## config.mk

```make
export PLATFORM = sky130hd
export DESIGN_NAME = cp0_exc_sched
export DESIGN_NICKNAME = d
export VERILOG_FILES = /design/src/rtl/cp0_exc_sched.sv
export SDC_FILE = /design/constraint.sdc
export NUM_CORES = 1
export LEC_CHECK = 0
export CAP_MARGIN = 20
export CORE_AREA = 2 2 141 143
export DETAILED_ROUTE_END_ITERATION = 7
export DIE_AREA = 0 0 143 145
export PLACE_DENSITY = 0.84
export SLEW_MARGIN = 10
export SYNTH_ARGS = -nofsm -noshare
export SYNTH_HDL_FRONTEND = slang
export SYNTH_SLANG_ARGS = --single-unit
```

## constraint.sdc

```tcl
create_clock -name clk -period 14.8 [get_ports clk]
set_input_delay 2.22 -clock clk [delete_from_list [all_inputs] [get_ports clk]]
set_output_delay 2.22 -clock clk [all_outputs]
set_load 0.01 [all_outputs]
```

## src/rtl/cp0_exc_sched.sv

```systemverilog
// rtl/cp0_exc_sched.sv - CP0 write-port sequencer for exceptions, ERET and MTC0
// Optional macro CP0_BEV_VECTOR_EN: exception vector chosen by the snapshot Status.BEV.
module cp0_exc_sched #(
  parameter logic [31:0] EXC_VECTOR       = 32'hBFC00380,
  parameter logic [31:0] EXC_VECTOR_NOBEV = 32'h80000180,
  parameter int          SYNC_STAGES      = 2
) (
  input  logic        clk,
  input  logic        rst,
  input  logic [5:0]  hw_int,
  input  logic        exc_valid,
  input  logic [4:0]  exc_code,
  input  logic [31:0] exc_pc,
  input  logic        exc_bd,
  input  logic [31:0] exc_badva,
  input  logic        eret,
  input  logic        mtc0_we,
  input  logic [4:0]  mtc0_waddr,
  input  logic [2:0]  mtc0_wsel,
  input  logic [31:0] mtc0_wdata,
  output logic        mtc0_ready,
  input  logic [31:0] status,
  input  logic [31:0] cause,
  input  logic [31:0] epc,
  output logic        cp0_we,
  output logic [4:0]  cp0_waddr,
  output logic [2:0]  cp0_wsel,
  output logic [31:0] cp0_wdata,
  output logic [5:0]  int_sync,
  output logic        int_pending,
  output logic        flush,
  output logic        redirect_valid,
  output logic [31:0] redirect_pc,
  output logic        busy
);

  localparam logic [2:0] IDLE     = 3'd0;
  localparam logic [2:0] W_BADVA  = 3'd1;
  localparam logic [2:0] W_EPC    = 3'd2;
  localparam logic [2:0] W_CAUSE  = 3'd3;
  localparam logic [2:0] W_STATUS = 3'd4;
  localparam logic [2:0] REDIRECT = 3'd5;

  logic [2:0]  state;
  logic [2:0]  state_nx;
  logic        capture;
  logic        s_exc;
  logic [4:0]  s_code;
  logic [31:0] s_pc;
  logic        s_bd;
  logic [31:0] s_badva;
  logic [31:0] s_status;
  logic [31:7] s_cause;
  logic [31:0] s_epc;
  logic        bd_eff;
  logic        use_bev_vec;
  logic [31:0] exc_target;
  logic [5:0]  sync_q [SYNC_STAGES];
  logic        unused_cause;

  assign capture      = (state == IDLE) && (exc_valid || eret);
  assign busy         = (state != IDLE);
  assign unused_cause = ^cause[6:0];

  always_comb begin
    state_nx = state;
    case (state)
      IDLE: begin
        if (exc_valid) begin
          if (exc_code == 5'd4 || exc_code == 5'd5) state_nx = W_BADVA;
          else if (!status[1])                      state_nx = W_EPC;
          else                                      state_nx = W_CAUSE;
        end else if (eret) begin
          state_nx = W_STATUS;
        end
      end
      W_BADVA:  state_nx = s_status[1] ? W_CAUSE : W_EPC;
      W_EPC:    state_nx = W_CAUSE;
      W_CAUSE:  state_nx = W_STATUS;
      W_STATUS: state_nx = REDIRECT;
      REDIRECT: state_nx = IDLE;
      default:  state_nx = IDLE;
    endcase
  end

`ifdef CP0_BEV_VECTOR_EN
  assign use_bev_vec = s_status[22];
`else
  assign use_bev_vec = 1'b1;
`endif
  assign exc_target = use_bev_vec ? EXC_VECTOR : EXC_VECTOR_NOBEV;

  always_ff @(posedge clk or posedge rst) begin
    if (rst) begin
      state          <= IDLE;
      s_exc          <= 1'b0;
      s_code         <= '0;
      s_pc           <= '0;
      s_bd           <= 1'b0;
      s_badva        <= '0;
      s_status       <= '0;
      s_cause        <= '0;
      s_epc          <= '0;
      flush          <= 1'b0;
      redirect_valid <= 1'b0;
      redirect_pc    <= '0;
    end else begin
      state          <= state_nx;
      flush          <= capture;
      redirect_valid <= (state == W_STATUS);
      if (state == W_STATUS)
        redirect_pc <= s_exc ? exc_target : s_epc;
      if (capture) begin
        s_status <= status;
        if (exc_valid) begin
          s_exc   <= 1'b1;
          s_code  <= exc_code;
          s_pc    <= exc_pc;
          s_bd    <= exc_bd;
          s_badva <= exc_badva;
          s_cause <= cause[31:7];
        end else begin
          s_exc <= 1'b0;
          s_epc <= epc;
        end
      end
    end
  end

  always_ff @(posedge clk or posedge rst) begin
    if (rst) begin
      for (int i = 0; i < SYNC_STAGES; i++) sync_q[i] <= '0;
    end else begin
      sync_q[0] <= hw_int;
      for (int i = 1; i < SYNC_STAGES; i++) sync_q[i] <= sync_q[i-1];
    end
  end
  assign int_sync = sync_q[SYNC_STAGES-1];

  // BD in Cause tracks the faulting instruction only when this exception also wrote EPC
  assign bd_eff = s_status[1] ? s_cause[31] : s_bd;

  always_comb begin
    mtc0_ready = (state == IDLE) && !exc_valid && !eret;
    cp0_we     = 1'b0;
    cp0_waddr  = '0;
    cp0_wsel   = '0;
    cp0_wdata  = '0;
    case (state)
      IDLE: begin
        if (mtc0_ready) begin
          cp0_we    = mtc0_we;
          cp0_waddr = mtc0_waddr;
          cp0_wsel  = mtc0_wsel;
          cp0_wdata = mtc0_wdata;
        end
      end
      W_BADVA: begin
        cp0_we    = 1'b1;
        cp0_waddr = 5'd8;
        cp0_wdata = s_badva;
      end
      W_EPC: begin
        cp0_we    = 1'b1;
        cp0_waddr = 5'd14;
        cp0_wdata = s_bd ? (s_pc - 32'd4) : s_pc;
      end
      W_CAUSE: begin
        cp0_we    = 1'b1;
        cp0_waddr = 5'd13;
        cp0_wdata = {bd_eff, s_cause[30:7], s_code, 2'b00};
      end
      W_STATUS: begin
        cp0_we    = 1'b1;
        cp0_waddr = 5'd12;
        cp0_wdata = {s_status[31:2], s_exc, s_status[0]};
      end
      default: ;
    endcase
  end

  assign int_pending = status[0] & ~status[1]
                     & (|({int_sync, cause[9:8]} & status[15:8])) & ~busy;

endmodule

```

==> run metrics <==
status=finished clean; iteration count of the initial detailed-routing pass=5; Setup TNS=0 ns; Die Y=~150 um; VDD IR-drop max=about 0.13 mV; # IOs=between 300 and 400; H-tree depth=1; worst-case reg-to-reg path depth=6; DR vias=between 7000 and 8000; WP data arrival=between 4 and 5 ns; Internal Power=~1900 uW; Setup CP Type=in -> out; GPL Wtd Cong=slightly above 0.9; Final min period=about 6.6 ns; Post-synth EDFFs=0; Async SR Flop Fraction=100%; switching power share of the total=34.8%; layout cell share with drive strength beyond 1=roughly a fifth; overall routing resource usage=around 28%; Flop pwr share=~36%; Max-cap violations=0; setup repair after global routing missed its margin=no; Most Frequent Cell on Critical Path=clkdlybuf4s50_1; Avg WL per Cell=around 21 um; headroom to the max-slew limit=between 30% and 40%; measured slew at the worst slew-check pin=about 1.0 ns; Worst path depth=6; area of the die=between 20000 and 25000 um2; top-area cell type share of the netlist area=a little under three fifths; multi-input logic area=3950 um2; final setup fails=0; final setup skew=0.0128 ns; cell family with most CP delay=buffers and inverters; Core ar.=roughly 19000 um2; Layout area overhead=42.5%; combinational power share=roughly 42%; synth unique cells=51; crit end category=output pin; number of nets in the layout=1284; type of origin of the critical path=primary input; largest net degree at the start of global routing=137; slowest stage delay, CP=0.57 ns; initial core utilization=around half; CP cell instances=clkdlybuf4s50_1 > nor3_4 > buf_4 > a221oi_1 > o21ai_0 > clkdlybuf4s50_1; clk_lat worst skew=~0.52 ns; global-route wire length before repair=around 44000 um; Syn Nets=between 1000 and 1500; Worst Path Max Fanout=37; drt via density=roughly 5.6; CTS max path bufs=3; CP max stage cell=clkdlybuf4s50_1; cell count after synthesis=around 800; post-synthesis area per instance=11.9 um2; # port buffers=a little under 300; cell type with the highest aggregate area in the netlist=dfrtp_1; sequential area share after synthesis=about 55%; ys flop type=dfrtp_1; Net Sw Power=~1000 uW; period utilisation layout=around 45%; Cell Area, Synth=roughly 9400 um2; residual DRC count=0; # fillers=1381; hold path depth=0; post-route ant nets=0; final hold violations=0; #FFs+latches synth=209; CTS clk-pin slew, worst paths=around 0.050 ns; post-CTS setup buffer count=0; worst min-delay path category=reg -> reg; synth warn=0; drt total wl=28600 um; Max Clock Freq=~0.15 GHz; power share of the clock group=21.8%; Slew Viols, Final=0; total CTS buffers=23; Pwr Density=215 nW/um2; fin util=70.1%; vias in the first global route=about 7700; initial DRC count=569; Area contributors post-synth=dfrtp_1, mux2_2, o21ai_0, a22oi_1, nand2_1; CTS root buffer=clkbuf_16; row cnt=between 50 and 60; Post-synth top cells=dfrtp_1, mux2_2, o21ai_0, nand2_1, nor2_1; CTS Sinks=209; GR Overflow Total=0; CTS resizes=0; CTS tree=done; crit path buf inv count=3; initial antenna violation count=8; hpwl dp=a little over 20000 um; critical path required time=approximately 13 ns; most used standard cell by instance count after synthesis=dfrtp_1; Lkg Pwr=~0.0055 uW; Hold-fix buffers, CTS=0; Die Span X=approximately 140 um; Reg area=roughly 5200 um2
==> final cells by class <==
type	instances	area share, %
diodes	8	0.149
clock inverters	11	1.48
flip-flops and latches	209	38.9
well taps	265	2.46
inverters	9	0.307
clock buffers	31	4.80
multi-input cells	519	29.3
repair buffers	304	22.6
==> power by group through the flow <==
stage | sequential [uW] | combinational [uW] | clock, uW
3_3_place_gp | 1020 | 1170 | 0
5_1_grt | 1070 | 1320 | 666
4_1_cts | 1030 | 1220 | 643
2_1_floorplan | 989 | 711 | 0
3_5_place_dp | 1040 | 1210 | 0
6_report | 1040 | 1230 | 633
==> metrics by stage <==
| step | cells | hold slack (ns) | setup WS [ns] | instance area, um2 | power [uW] |
|---|---|---|---|---|---|
| 3_5_place_dp | 1305 | 0.335 | 8.27 | 12600 | 2250 |
| 6_report | 1356 | 0.346 | 8.20 | 13500 | 2900 |
| 4_1_cts | 1347 | 0.348 | 8.27 | 13400 | 2900 |
| 5_1_grt | 1355 | 0.355 | 8.12 | 13500 | 3060 |
| 2_1_floorplan | 796 | 0.331 | 6.87 | 9450 | 1700 |
| 3_3_place_gp | 1304 | 0.331 | 8.26 | 12500 | 2200 |
==> routing by layer <==
layer  wire length, um  GRT usage [%]  vias to the layer above
li1                  -              -                     3419
met2             13800           44.3                      334
met4              1090           10.6                        0
met1             11600           37.0                     3795
met3              2160           5.12                       66
met5                 0              0                        -
==> state kept, by name, summed over array words and instances (netlist names), 3 cells and up <==
| signal | flops |
|---|---|
| s_code | 5 |
| int_sync | 6 |
| s_status | 32 |
| s_epc | 32 |
| state | 3 |
| redirect_pc | 32 |
| s_pc | 32 |
| s_badva | 32 |
| s_cause | 25 |
| sync_q | 6 |
==> worst paths after layout <==
| kind | from | end | slack, ns |
|---|---|---|---|
| worst min register to register | sync_q[11]$_DFF_PP0_ | int_sync[5]$_DFF_PP0_ | 0.35 |
| worst max register to register | state[1]$_DFFE_PP0P_ | s_badva[24]$_DFFE_PP0P_ | 11.22 |
| worst max-delay path | exc_valid | cp0_wdata[23] | 8.20 |
| worst min-delay path | sync_q[11]$_DFF_PP0_ | int_sync[5]$_DFF_PP0_ | 0.35 |
| max in group asynchronous | rst | redirect_pc[12]$_DFFE_PP0P_ | 10.96 |
| min in group asynchronous | rst | int_sync[4]$_DFF_PP0_ | 2.29 |
==> placed cells by master, fill, tap and decap left out, types with 3 or more instances in the layout <==
master and n:
clkdlybuf4s50_1 293, dfrtp_1 209, mux2_2 156, o21ai_0 71, nand2_1 67, nor2_1 45
a22oi_1 34, a221oi_1 25, clkbuf_16 23, xnor2_1 13, nor3_1 9, xor2_1 9
buf_4 9, diode_2 8, a21oi_1 7, inv_1 7, nand4_1 6, nand3_1 6
mux2i_1 6, or3_1 5, bufinv_16 5, and3_1 4, clkinv_2 4, clkbuf_8 4
clkbuf_1 4, and2_1 3, nor2b_1 3, o22ai_1 3, nor4_2 3, nor3b_1 3
nor4_1 3, a22o_1 3, o21ai_1 3
==> cell families after synthesis <==
family / after synthesis / share of synthesized area [%]
fa+ha+maj: 1 / 0.132
xor+xnor: 22 / 2.04
flops: 209 / 55.3
mux: 162 / 19.2
buf+inv: 68 / 3.18
simple gates: 172 / 8.86
compound gates: 162 / 11.2
==> worst reg2reg max path: cells and delay by family, from the launching register on <==
kind / cells / cell delay [ns]
DFF: 1 / 0.36
and+or+nand+nor: 2 / 1.31
muxes: 1 / 0.49
buffers and inverters: 3 / 1.29
Note: power is estimated with default switching activity, not from simulation.
